File: src/rtl/led_pwm_pkg.sv
// Shared types and defaults for the LED PWM driver.
// Optional build macro: LED_PWM_PHASE_STAGGER_EN (per-channel phase offset, see top).
package led_pwm_pkg;

   localparam int unsigned PWM_WIDTH_DEF      = 8;
   localparam int unsigned PRESCALE_WIDTH_DEF = 16;

   typedef logic [PWM_WIDTH_DEF-1:0]      pwm_duty_t;
   typedef logic [PRESCALE_WIDTH_DEF-1:0] prescale_t;

   // Reset/default brightness: full on.
   localparam pwm_duty_t PWM_DUTY_FULL = '1;

endpackage

File: src/rtl/led_pwm_prescaler.sv
// Prescaler for the LED PWM driver: pulses tick once every prescale+1 enabled cycles.
// The prescale input is sampled only on reload, so a change takes effect at the next tick.
module led_pwm_prescaler
   import led_pwm_pkg::*;
#(
   parameter int unsigned PRESCALE_WIDTH = PRESCALE_WIDTH_DEF
) (
   input  logic                      clk,
   input  logic                      async_rst_n,
   input  logic                      clk_en,
   input  logic [PRESCALE_WIDTH-1:0] prescale,
   output logic                      tick
);

   logic [PRESCALE_WIDTH-1:0] pre_cnt_q;

   assign tick = clk_en && (pre_cnt_q == '0);

   always_ff @(posedge clk or negedge async_rst_n) begin
      if (!async_rst_n) begin
         pre_cnt_q <= '0;
      end else if (clk_en) begin
         if (pre_cnt_q == '0) begin
            pre_cnt_q <= prescale;
         end else begin
            pre_cnt_q <= pre_cnt_q - PRESCALE_WIDTH'(1);
         end
      end
   end

endmodule

File: src/rtl/led_pwm_driver_generic.sv
// LED bank driver with per-channel enable and double-buffered PWM brightness.
// Define LED_PWM_PHASE_STAGGER_EN to offset each channel's PWM phase by i*2**PWM_WIDTH/CHANNELS.
module led_pwm_driver_generic
   import led_pwm_pkg::*;
#(
   parameter int unsigned CHANNELS       = 8,
   parameter int unsigned PWM_WIDTH      = PWM_WIDTH_DEF,
   parameter int unsigned PRESCALE_WIDTH = PRESCALE_WIDTH_DEF,
   localparam int unsigned SEL_WIDTH     = (CHANNELS > 1) ? $clog2(CHANNELS) : 1
) (
   input  logic                      clk,
   input  logic                      async_rst_n,
   input  logic                      clk_en,
   input  logic [CHANNELS-1:0]       data_in,
   input  logic                      update_leds,
   input  logic [PWM_WIDTH-1:0]      brightness,
   input  logic [SEL_WIDTH-1:0]      brightness_sel,
   input  logic                      update_brightness,
   input  logic [PRESCALE_WIDTH-1:0] prescale,
   output logic [CHANNELS-1:0]       leds_out
);

   localparam logic [PWM_WIDTH-1:0] DUTY_FULL = {PWM_WIDTH{PWM_DUTY_FULL[0]}};
`ifdef LED_PWM_PHASE_STAGGER_EN
   localparam int unsigned PHASE_STEP = (2 ** PWM_WIDTH) / CHANNELS;
`endif

   logic                 tick;
   logic                 boundary;
   logic [CHANNELS-1:0]  enable_q;
   logic [PWM_WIDTH-1:0] pwm_cnt_q;
   logic [PWM_WIDTH-1:0] pending_q    [CHANNELS];
   logic [PWM_WIDTH-1:0] active_q     [CHANNELS];
   logic [PWM_WIDTH-1:0] pending_next [CHANNELS];
   logic [PWM_WIDTH-1:0] phase        [CHANNELS];
   logic [CHANNELS-1:0]  lit;

   led_pwm_prescaler #(
      .PRESCALE_WIDTH (PRESCALE_WIDTH)
   ) u_prescaler (
      .clk         (clk),
      .async_rst_n (async_rst_n),
      .clk_en      (clk_en),
      .prescale    (prescale),
      .tick        (tick)
   );

   assign boundary = tick && (pwm_cnt_q == DUTY_FULL);

   // Out-of-range selects match no channel and are dropped.
   always_comb begin
      for (int i = 0; i < CHANNELS; i++) begin
         pending_next[i] = pending_q[i];
         if (update_brightness && (brightness_sel == SEL_WIDTH'(i))) begin
            pending_next[i] = brightness;
         end
      end
   end

   always_comb begin
      lit = '0;
      for (int i = 0; i < CHANNELS; i++) begin
`ifdef LED_PWM_PHASE_STAGGER_EN
         phase[i] = pwm_cnt_q + PWM_WIDTH'(unsigned'(i) * PHASE_STEP);
`else
         phase[i] = pwm_cnt_q;
`endif
         lit[i] = enable_q[i] && ((active_q[i] == DUTY_FULL) || (phase[i] < active_q[i]));
      end
   end

   always_ff @(posedge clk or negedge async_rst_n) begin
      if (!async_rst_n) begin
         enable_q  <= '0;
         pwm_cnt_q <= '0;
         leds_out  <= '0;
         for (int i = 0; i < CHANNELS; i++) begin
            pending_q[i] <= DUTY_FULL;
            active_q[i]  <= DUTY_FULL;
         end
      end else if (clk_en) begin
         if (update_leds) begin
            enable_q <= data_in;
         end
         if (tick) begin
            pwm_cnt_q <= pwm_cnt_q + PWM_WIDTH'(1);
         end
         // pending_next bypasses a same-cycle write straight into active at the boundary.
         for (int i = 0; i < CHANNELS; i++) begin
            pending_q[i] <= pending_next[i];
            if (boundary) begin
               active_q[i] <= pending_next[i];
            end
         end
         leds_out <= lit;
      end
   end

endmodule

File: config.mk
export PLATFORM = sky130hd
export DESIGN_NAME = led_pwm_driver_generic
export DESIGN_NICKNAME = d
export VERILOG_FILES = /design/src/rtl/led_pwm_pkg.sv /design/src/rtl/led_pwm_prescaler.sv /design/src/rtl/led_pwm_driver_generic.sv
export SDC_FILE = /design/constraint.sdc
export NUM_CORES = 1
export LEC_CHECK = 0
export BUFFER_PORTS_ARGS = -buffer_cell sky130_fd_sc_hd__buf_4
export CAP_MARGIN = 20
export CORE_ASPECT_RATIO = 1.25
export CORE_MARGIN = 2
export CORE_UTILIZATION = 30
export DETAILED_ROUTE_END_ITERATION = 16
export GPL_TIMING_DRIVEN = 0
export SYNTH_ARGS = -nofsm -noshare
export SYNTH_HDL_FRONTEND = slang
export SYNTH_HIERARCHICAL = 1
export SYNTH_SLANG_ARGS = --single-unit
File: constraint.sdc
create_clock -name clk -period 2.9 [get_ports clk]
set_clock_uncertainty 0.1 [all_clocks]
set_input_delay 0.145 -clock clk [delete_from_list [all_inputs] [get_ports clk]]
set_output_delay 0.145 -clock clk [all_outputs]
set_load 0.01 [all_outputs]
Yosys cells after proc, flatten, opt, wreduce, memory -nomap -nowiden --
Cells that the tools add are included.
Operators by class: $add $sub $neg 2, equal/unequal tests 16, multiply operators 0, bitwise logic cells 0, reduce and logical (&&, ||, !) cells 31, mux-type cells 9, divide/modulo/power cells 0, shift-type cells 0, order comparisons 8
Operators with widths (number):
- 8-bit == test, second input constant | 9
- 8-bit less-than comparator | 8
- 8-bit 2-to-1 mux | 8
- 1-bit logical AND | 18
- 16-bit logical NOT | 1
- 16-bit 2-to-1 mux | 1
- 16-bit by 1-bit subtractor with 16-bit output, second input constant | 1
- 3-bit == test, second input constant | 4
- 8-bit by 1-bit adder with 8-bit output, second input constant | 1
- 1-bit logical OR | 8
- 3-bit by 2-bit == test with 1-bit output, second input constant | 2
- 2-bit AND reduction | 3
- 3-bit by 1-bit == test with 1-bit output, second input constant | 1
- 3-bit logical NOT | 1
Word-level totals: input bits 40, bits in latches 0, output and inout bits 8, flip-flop bits (word level) 168, ROM bits 0, memory bits (writable) 0, memories kept 0

Depth between registers and ports, before layout --
Gate-level depths: netlist of run 1.
word-level depth 4, depth in mapped cells 12

By module --
The synthesis of run 1 kept the hierarchy.
By module, submodules not included:
- led_pwm_driver_generic | area an instance 8274.2 sq um, times used 1, sequential area each 3963.8 sq um, cells an instance 749
- led_pwm_prescaler | area an instance 1089.8 sq um, times used 1, sequential area each 400.4 sq um, cells an instance 123

Worst setup path after synthesis of run 1 --
Ideal clock, no wire load.
path kind flip-flop to flip-flop, start register u_prescaler.pre_cnt_q[0], end register active_q[0] in the netlist's numbering, setup time 91 ps, setup slack 536 ps, data arrival time 2173 ps, stages on the path, launching flop included 13, data required time 2709 ps, period minus slack after synthesis 2364 ps, path buffers 3, path through dfrtp_1 inv_1 ha_1 nor4b_1 nand3_1 nor3_1 and4_1 nand4_1 buf_2 buf_4 buf_6 nand2_1 o21ai_0
On the way: word-level cells in the longest chain between the ends 4
Ends and longest elaborated chain:
- start, declared | line led_pwm_prescaler.sv:15 | logic [PRESCALE_WIDTH-1:0] pre_cnt_q;
- start signal, assigned | line led_pwm_prescaler.sv:24 | pre_cnt_q <= prescale;
- start signal, assigned | line led_pwm_prescaler.sv:26 | pre_cnt_q <= pre_cnt_q - PRESCALE_WIDTH'(1);
- 16-bit logical NOT | line led_pwm_prescaler.sv:17 | assign tick = clk_en && (pre_cnt_q == '0);
- 1-bit logical AND | line led_pwm_prescaler.sv:17
- via tick | line led_pwm_driver_generic.sv:28 | logic tick;
- 1-bit logical AND | line led_pwm_driver_generic.sv:48 | assign boundary = tick && (pwm_cnt_q == DUTY_FULL);
- 2-bit AND reduction (no line)
- end signal, assigned by index | line led_pwm_driver_generic.sv:92 | active_q[i] <= pending_next[i];
- end, declared | line led_pwm_driver_generic.sv:33 | logic [PWM_WIDTH-1:0] active_q [CHANNELS];
The timed path passes the listed nets, and every way through them passes these cells. A chain may end at the register's enable or synchronous reset.

Worst setup path in the final report of run 1 --
start register u_prescaler.pre_cnt_q[0], end register active_q[57] in the netlist's numbering
The elaborated chain is that of the path after synthesis.

==> results of run 1 <==
-- cells in the mapped netlist (3+ instances only) --
cell type and number:
dfrtp_1 40, nand4b_1 3, nand3_1 18, ha_1 59
mux2_2 41, mux2i_1 67, o21ai_0 83, o31ai_1 8
clkbuf_1 18, nand2_2 4, inv_1 63, xnor2_1 5
a2bb2oi_1 4, buf_6 12, dfstp_2 128, nor4_1 7
a221o_1 8, nor2_1 29, or2_1 5, a21oi_1 18
buf_2 9, buf_4 6, mux2_4 32, o21ai_1 14
nand2_1 121, a22oi_1 3, nand4_1 12, nor3_1 18
-- power by group through the flow --
stage               clock network (mW)  registers (mW)  logic, mW
finish                            2.12            3.09       1.08
global route                      2.27            3.14       1.18
CTS                               2.18            3.09       1.08
detailed placement                   0            3.12       1.04
global placement                     0            3.11       1.01
floorplan                            0            3.05      0.735
-- worst max path at each step --
stage | depth (start not counted) | end | from | slack, ns
6_report | 12 | active_q[57] | u_prescaler/pre_cnt_q[0] | 0.07
5_1_grt | 12 | active_q[57] | u_prescaler/pre_cnt_q[0] | -0.05
4_1_cts | 10 | active_q[57] | u_prescaler/pre_cnt_q[0] | 0.05
3_5_place_dp | 9 | active_q[29] | clk_en | -0.17
3_3_place_gp | 10 | active_q[30] | u_prescaler/pre_cnt_q[0] | -0.13
2_1_floorplan | 12 | active_q[0] | u_prescaler/pre_cnt_q[0] | 0.54
-- final cells by class --
class / count / area share
flip-flops and latches: 168 / 0.392
clock buffers: 20 / 0.0402
inverters: 64 / 0.0216
clock inverters: 12 / 0.00832
plain buffers: 46 / 0.0272
well taps: 407 / 0.0458
repair buffers: 78 / 0.0616
multi-input cells: 594 / 0.403
-- worst reg2reg max path, stage by stage, from the launching register on --
cell	delay, ns
dfrtp_1	0.42
inv_1	0.13
ha_1	0.20
nor4b_2	0.23
nand3_1	0.22
nor3_4	0.34
and4_4	0.28
nand4_1	0.13
buf_4	0.24
buf_4	0.18
buf_6	0.14
nand2_1	0.05
o21ai_0	0.08
-- flip-flops by register name, indices dropped and copies added (netlist names) --
name                   cells
active_q                  64
enable_q                   8
leds_out                   8
pending_q                 64
pwm_cnt_q                  8
u_prescaler/pre_cnt_q     16
-- cells by family after synthesis --
kind of cell	Yosys count
xor gates and xnor gates	7
muxes	140
and+or+nand+nor	234
adders and majority gates	59
buffers and inverters	110
AOI/OAI and AO/OA	154
DFF	168
-- metal layers --
metal	GRT usage	wire length (µm)
met1	0.177	10100
met2	0.256	11600
met3	0.0270	631
met4	0.0496	331
met5	0	0
-- timing repair --
| item | CTS | global route |
|---|---|---|
| hold endpoints to repair | 82 | 0 |
| buffers inserted | 0 | 2 |
| hold buffers | 29 | 0 |
| resized for setup | 2 | 11 |
| setup endpoints to repair | 64 | 64 |
| pin swaps | 0 | 2 |
-- stage by stage --
| stage | util | instance area [µm²] | hold slack [ns] | std cells | power (mW) |
|---|---|---|---|---|---|
| global route | 0.361 | 11100 | 0.0307 | 1389 | 6.60 |
| CTS | 0.360 | 11100 | 0.0108 | 1387 | 6.34 |
| global placement | 0.332 | 10200 | 0.280 | 1325 | 4.12 |
| finish | 0.361 | 11100 | 0.0189 | 1389 | 6.29 |
| floorplan | - | 9360 | -0.251 | 872 | 3.79 |
| detailed placement | 0.333 | 10300 | -0.0355 | 1326 | 4.16 |
==> flow_summary.yaml, run 1 <==
yosys:
  yosysTopAreaCell: "dfstp_2"
  ys_types: 55
  syn_inst: 872
  synth_edf_count: 0
  async_flop_share: 1.00
  synthTopCellsByArea: "dfstp_2 36%, dfrtp_1 11%, ha_1 7.9%"
  synth_top_family_by_area: "multiplexers"
  syn-mean-instance-area_um2: 10.7
  synth_seq_area_share: 0.466
  ys_ff_latch: 168
  yosys.area.top_type_share: 0.359
  synth-simple-area-share: 0.121
  synth_area_um2: 9360
  synth_compound_area_frac: 0.0979
  yosysWarnings: 6
  synth_xor_area_frac: 0.00655
  synth_flop_cell: "dfstp_2"
  syn_nets: 971
  synth_fa_ha_area_frac: 0.0788
  synthMuxAreaShare: 0.172
finish:
  drive_above_1_share: 0.336
  multi_input_area_um2: 4480
  nFillCells: 3089
  area_delta_synth_final_pct: 18.8
  layout_common_cells: "128 x dfstp_2, 121 x nand2_1, 82 x o21ai_0, 67 x mux2i_1, 63 x inv_1"
  fin_nets: 1068
  area.sequential_um2: 4360
  antennaDiodeCount: 0
  final_common_cell: "dfstp_2"
timing:
  relSlewSlack: 0.439
  maxSlewViolCount: 0
  worstMarginPinSlew_ns: 0.842
  worst_slack_ns: 0.0683
  max_freq_mhz: 353
  hold_viol: 0
  setup_viol: 0
  finalCritPeriodShare: 0.976
  tns_ns: 0
  period_minus_slack_ns: 2.83
clock_network:
  cts_buffers: 17
  clock_latency_ns: 0.44
  clk_pin_slew_worst_paths_ns: 0.07
  cts_root_buf: "clkbuf_16"
  cts.sinks: 168
  htreeDepth: 4
  cts_tree: "done"
  cts.path.max_buffers: 2
run:
  cap_violations: 0
worst_setup_path:
  cpLargestDelayFamily: "simple AND/OR/NAND/NOR gates"
  r2r_cells: 12
  slowest_stage: "dfrtp_1"
  worstPathArrival_ns: 3.08
  path_max_fanout: 10
  cpMostUsedCell: "buf_4"
  r2r_setup_slack_ns: 0.07
  cp_cell_sequence: "inv_1 -> ha_1 -> nor4b_2 -> nand3_1 -> nor3_4 -> and4_4 -> nand4_1 -> buf_4 -> buf_4 -> buf_6 -> nand2_1 -> o21ai_0"
  r2r_start: "u_prescaler/pre_cnt_q[0]"
  r2r-end: "active_q[57]"
  max_stage_delay_ns: 0.42
  required_ns: 3.15
  crit_path_start_kind: "flop"
  worst_setup_path_end_kind: "flop"
  path_class: "reg -> reg"
  path_buf_inv: 4
grt:
  grt_use_total: 0.145
  antenna_found_initial: 0
  grt_pass1_wl_um: 36600
  grt_max_degree: 126
  grt_pass1_vias: 6699
  gr-total-overflow: 0
detailed_routing:
  drt_wl_total_um: 22700
  postRouteAntennaNets: 0
  via_count: 6507
  wl_per_cell_um: 16.3
  drtIter0Drc: 231
  vias_per_cell: 4.68
  route.detailed.drc: 0
  drt_first_pass_iters: 5
placement:
  io_buffers: 46
  dp_hpwl_um: 16800
  dpl_worst_slack_ns: -0.172
  gp_congestion: 0.793
floorplanning:
  die_h_um: 202
  row_count: 72
  die_area_um2: 32700
  coreArea_um2: 30800
  io-pin-count: 48
  start_util: 0.304
  die_w_um: 162
min_path:
  min_from: "clk_en"
  worstHoldPathCells: 3
  hold_path_end: "pwm_cnt_q[0]"
  hp-class: "in -> reg"
pwr:
  switching_power_mw: 1.77
  powerDensity_nw_per_um2: 566
  pwr-share-seq: 0.492
  intPower_mw: 4.53
  p_sw_frac: 0.281
  p_leak_nw: 4.54
  clock_power_share: 0.337
  ir_drop_mv: 0.420
  p_comb_frac: 0.171
run_status:
  status: "complete, no violations"
(Power assumes the default switching activity.)
==> run 2: changes to the inputs <==
Clock period 2.9 ns to 2.7 ns, I/O delays scaled along.
==> run 2 against run 1 <==
  * Critical path depth fell by 2
  * Worst setup slack improved by 0.035 ns
  * Die area did not move
  * Fmax rose by 9.0%
  * Non-clock buffer count rose by 7
  * Largest cell class unchanged
  * Highest routed layer unchanged
==> flow_summary.yaml, run 2 (synthesis gave the netlist of run 1 again) <==
pwr:
  p_leak_nw: 4.57
  powerDensity_nw_per_um2: 608
  ir_drop_mv: 0.460
grt:
  gr-total-overflow: 0
  grt_use_total: 0.147
  grt_max_degree: 126
  antenna_found_initial: 0
  grt_pass1_wl_um: 37000
  grt_pass1_vias: 6742
timing:
  max_freq_mhz: 385
  hold_viol: 0
  maxSlewViolCount: 0
  relSlewSlack: 0.446
  setup_viol: 0
  finalCritPeriodShare: 0.962
  rsz0062_at_grt: "true"
  period_minus_slack_ns: 2.60
  worstMarginPinSlew_ns: 0.830
  tns_ns: 0
clock_network:
  clk_pin_slew_worst_paths_ns: 0.07
  cts_buffers: 17
  htreeDepth: 4
  cts.sinks: 168
  cts.path.max_buffers: 2
  cts_root_buf: "clkbuf_16"
  clock_latency_ns: 0.44
  cts_tree: "done"
finish:
  top_regs: "active_q (64), pending_q (64), u_prescaler/pre_cnt_q (16)"
  area_delta_synth_final_pct: 19.8
  final_common_cell: "dfstp_2"
  finalInstanceArea_um2: 11200
  layout_common_cells: "128 x dfstp_2, 120 x nand2_1, 81 x o21ai_0, 67 x mux2i_1, 61 x inv_1"
  nFillCells: 3081
  fin_nets: 1075
  multi_input_area_um2: 4510
  drive_above_1_share: 0.347
  antennaDiodeCount: 0
  area.sequential_um2: 4370
floorplanning:
  coreArea_um2: 30800
  die_area_um2: 32700
  die_h_um: 202
  start_util: 0.304
  die_w_um: 162
  io-pin-count: 48
  row_count: 72
detailed_routing:
  wl_met3_um: 627
  drtIter0Drc: 249
  postRouteAntennaNets: 0
  drt_first_pass_iters: 4
  wl_met1_um: 10200
  wl_per_cell_um: 16.5
  top_layer: "met4"
  drt_wl_total_um: 23000
  vias_per_cell: 4.70
  route.met2.wl_um: 11800
  via_count: 6564
  route.detailed.drc: 0
run:
  cap_violations: 0
worst_setup_path:
  cp_cell_sequence: "inv_2 -> ha_4 -> nor4b_4 -> nand3_2 -> nor3_4 -> and4_1 -> nand4_1 -> buf_6 -> clkbuf_2 -> o21ai_0"
  path_max_fanout: 10
  required_ns: 2.95
  worst_setup_path_end_kind: "flop"
  max_stage_delay_ns: 0.39
  worstPathArrival_ns: 2.85
  path_class: "reg -> reg"
  slowest_stage: "dfrtp_1"
  crit_path_start_kind: "flop"
min_path:
  hp-class: "in -> reg"
run_status:
  status: "complete, no violations"
placement:
  dpl_cell_area_um2: 10300
  dp_hpwl_um: 16800
  io_buffers: 46
  gp_congestion: 0.793
==> run 2: metrics by stage <==
step | setup WS [ns] | std cells | hold slack [ns] | util | total power, mW
2_1_floorplan | 0.336 | 872 | -0.261 | - | 4.07
3_3_place_gp | -0.334 | 1325 | 0.270 | 0.332 | 4.43
3_5_place_dp | -0.362 | 1326 | -0.0455 | 0.333 | 4.47
4_1_cts | 0.0236 | 1394 | 0.000804 | 0.362 | 6.83
5_1_grt | -0.0263 | 1396 | 0.0207 | 0.364 | 7.15
6_report | 0.103 | 1396 | 0.0130 | 0.364 | 6.83
==> run 2: power breakdown <==
group / internal [mW] / total, mW / switching [mW]
clock network: 1.21 / 2.29 / 1.07
registers: 3.04 / 3.33 / 0.293
logic: 0.646 / 1.21 / 0.564
total: 4.89 / 6.83 / 1.93
==> run 2: path summary, 6_finish.rpt <==
kind / start / end / slack, ns / depth (start not counted)
max in group asynchronous: async_rst_n / leds_out[6] / 1.44 / 3
hold reg to reg: active_q[4] / active_q[4] / 0.38 / 2
min in group asynchronous: async_rst_n / u_prescaler/pre_cnt_q[3] / 0.11 / 2
setup / recovery: u_prescaler/pre_cnt_q[0] / active_q[57] / 0.10 / 10
hold / removal: brightness[3] / active_q[43] / 0.01 / 3
setup reg to reg: u_prescaler/pre_cnt_q[0] / active_q[57] / 0.10 / 10
==> run 2: cell type report <==
cell class | instances | area share
inverters | 64 | 0.0214
flip-flops and latches | 168 | 0.389
well taps | 407 | 0.0454
multi-input cells | 594 | 0.402
clock inverters | 12 | 0.00825
repair buffers | 85 | 0.0656
clock buffers | 20 | 0.0398
plain buffers | 46 | 0.0278
==> run 2: repair_timing <==
item	CTS	global route
resized for setup	8	14
hold buffers	29	0
hold endpoints to repair	89	0
setup endpoints to repair	64	64
pin swaps	4	4
setup buffers	6	2
gates cloned	1	0
==> run 2: metal layers <==
metal,vias up,global-route usage
met1,3184,0.178
met5,-,0
li1,3274,-
met4,0,0.0484
met2,77,0.261
met3,29,0.0270
==> run 2: critical path: cells and delay by family (launching register included) <==
| family | cells | cell delay [ns] |
|---|---|---|
| adder cells (fa/ha/maj) | 1 | 0.14 |
| flip-flops | 1 | 0.39 |
| AO/OA/AOI/OAI | 1 | 0.23 |
| buffers and inverters | 3 | 0.55 |
| AND/OR/NAND/NOR | 5 | 1.09 |
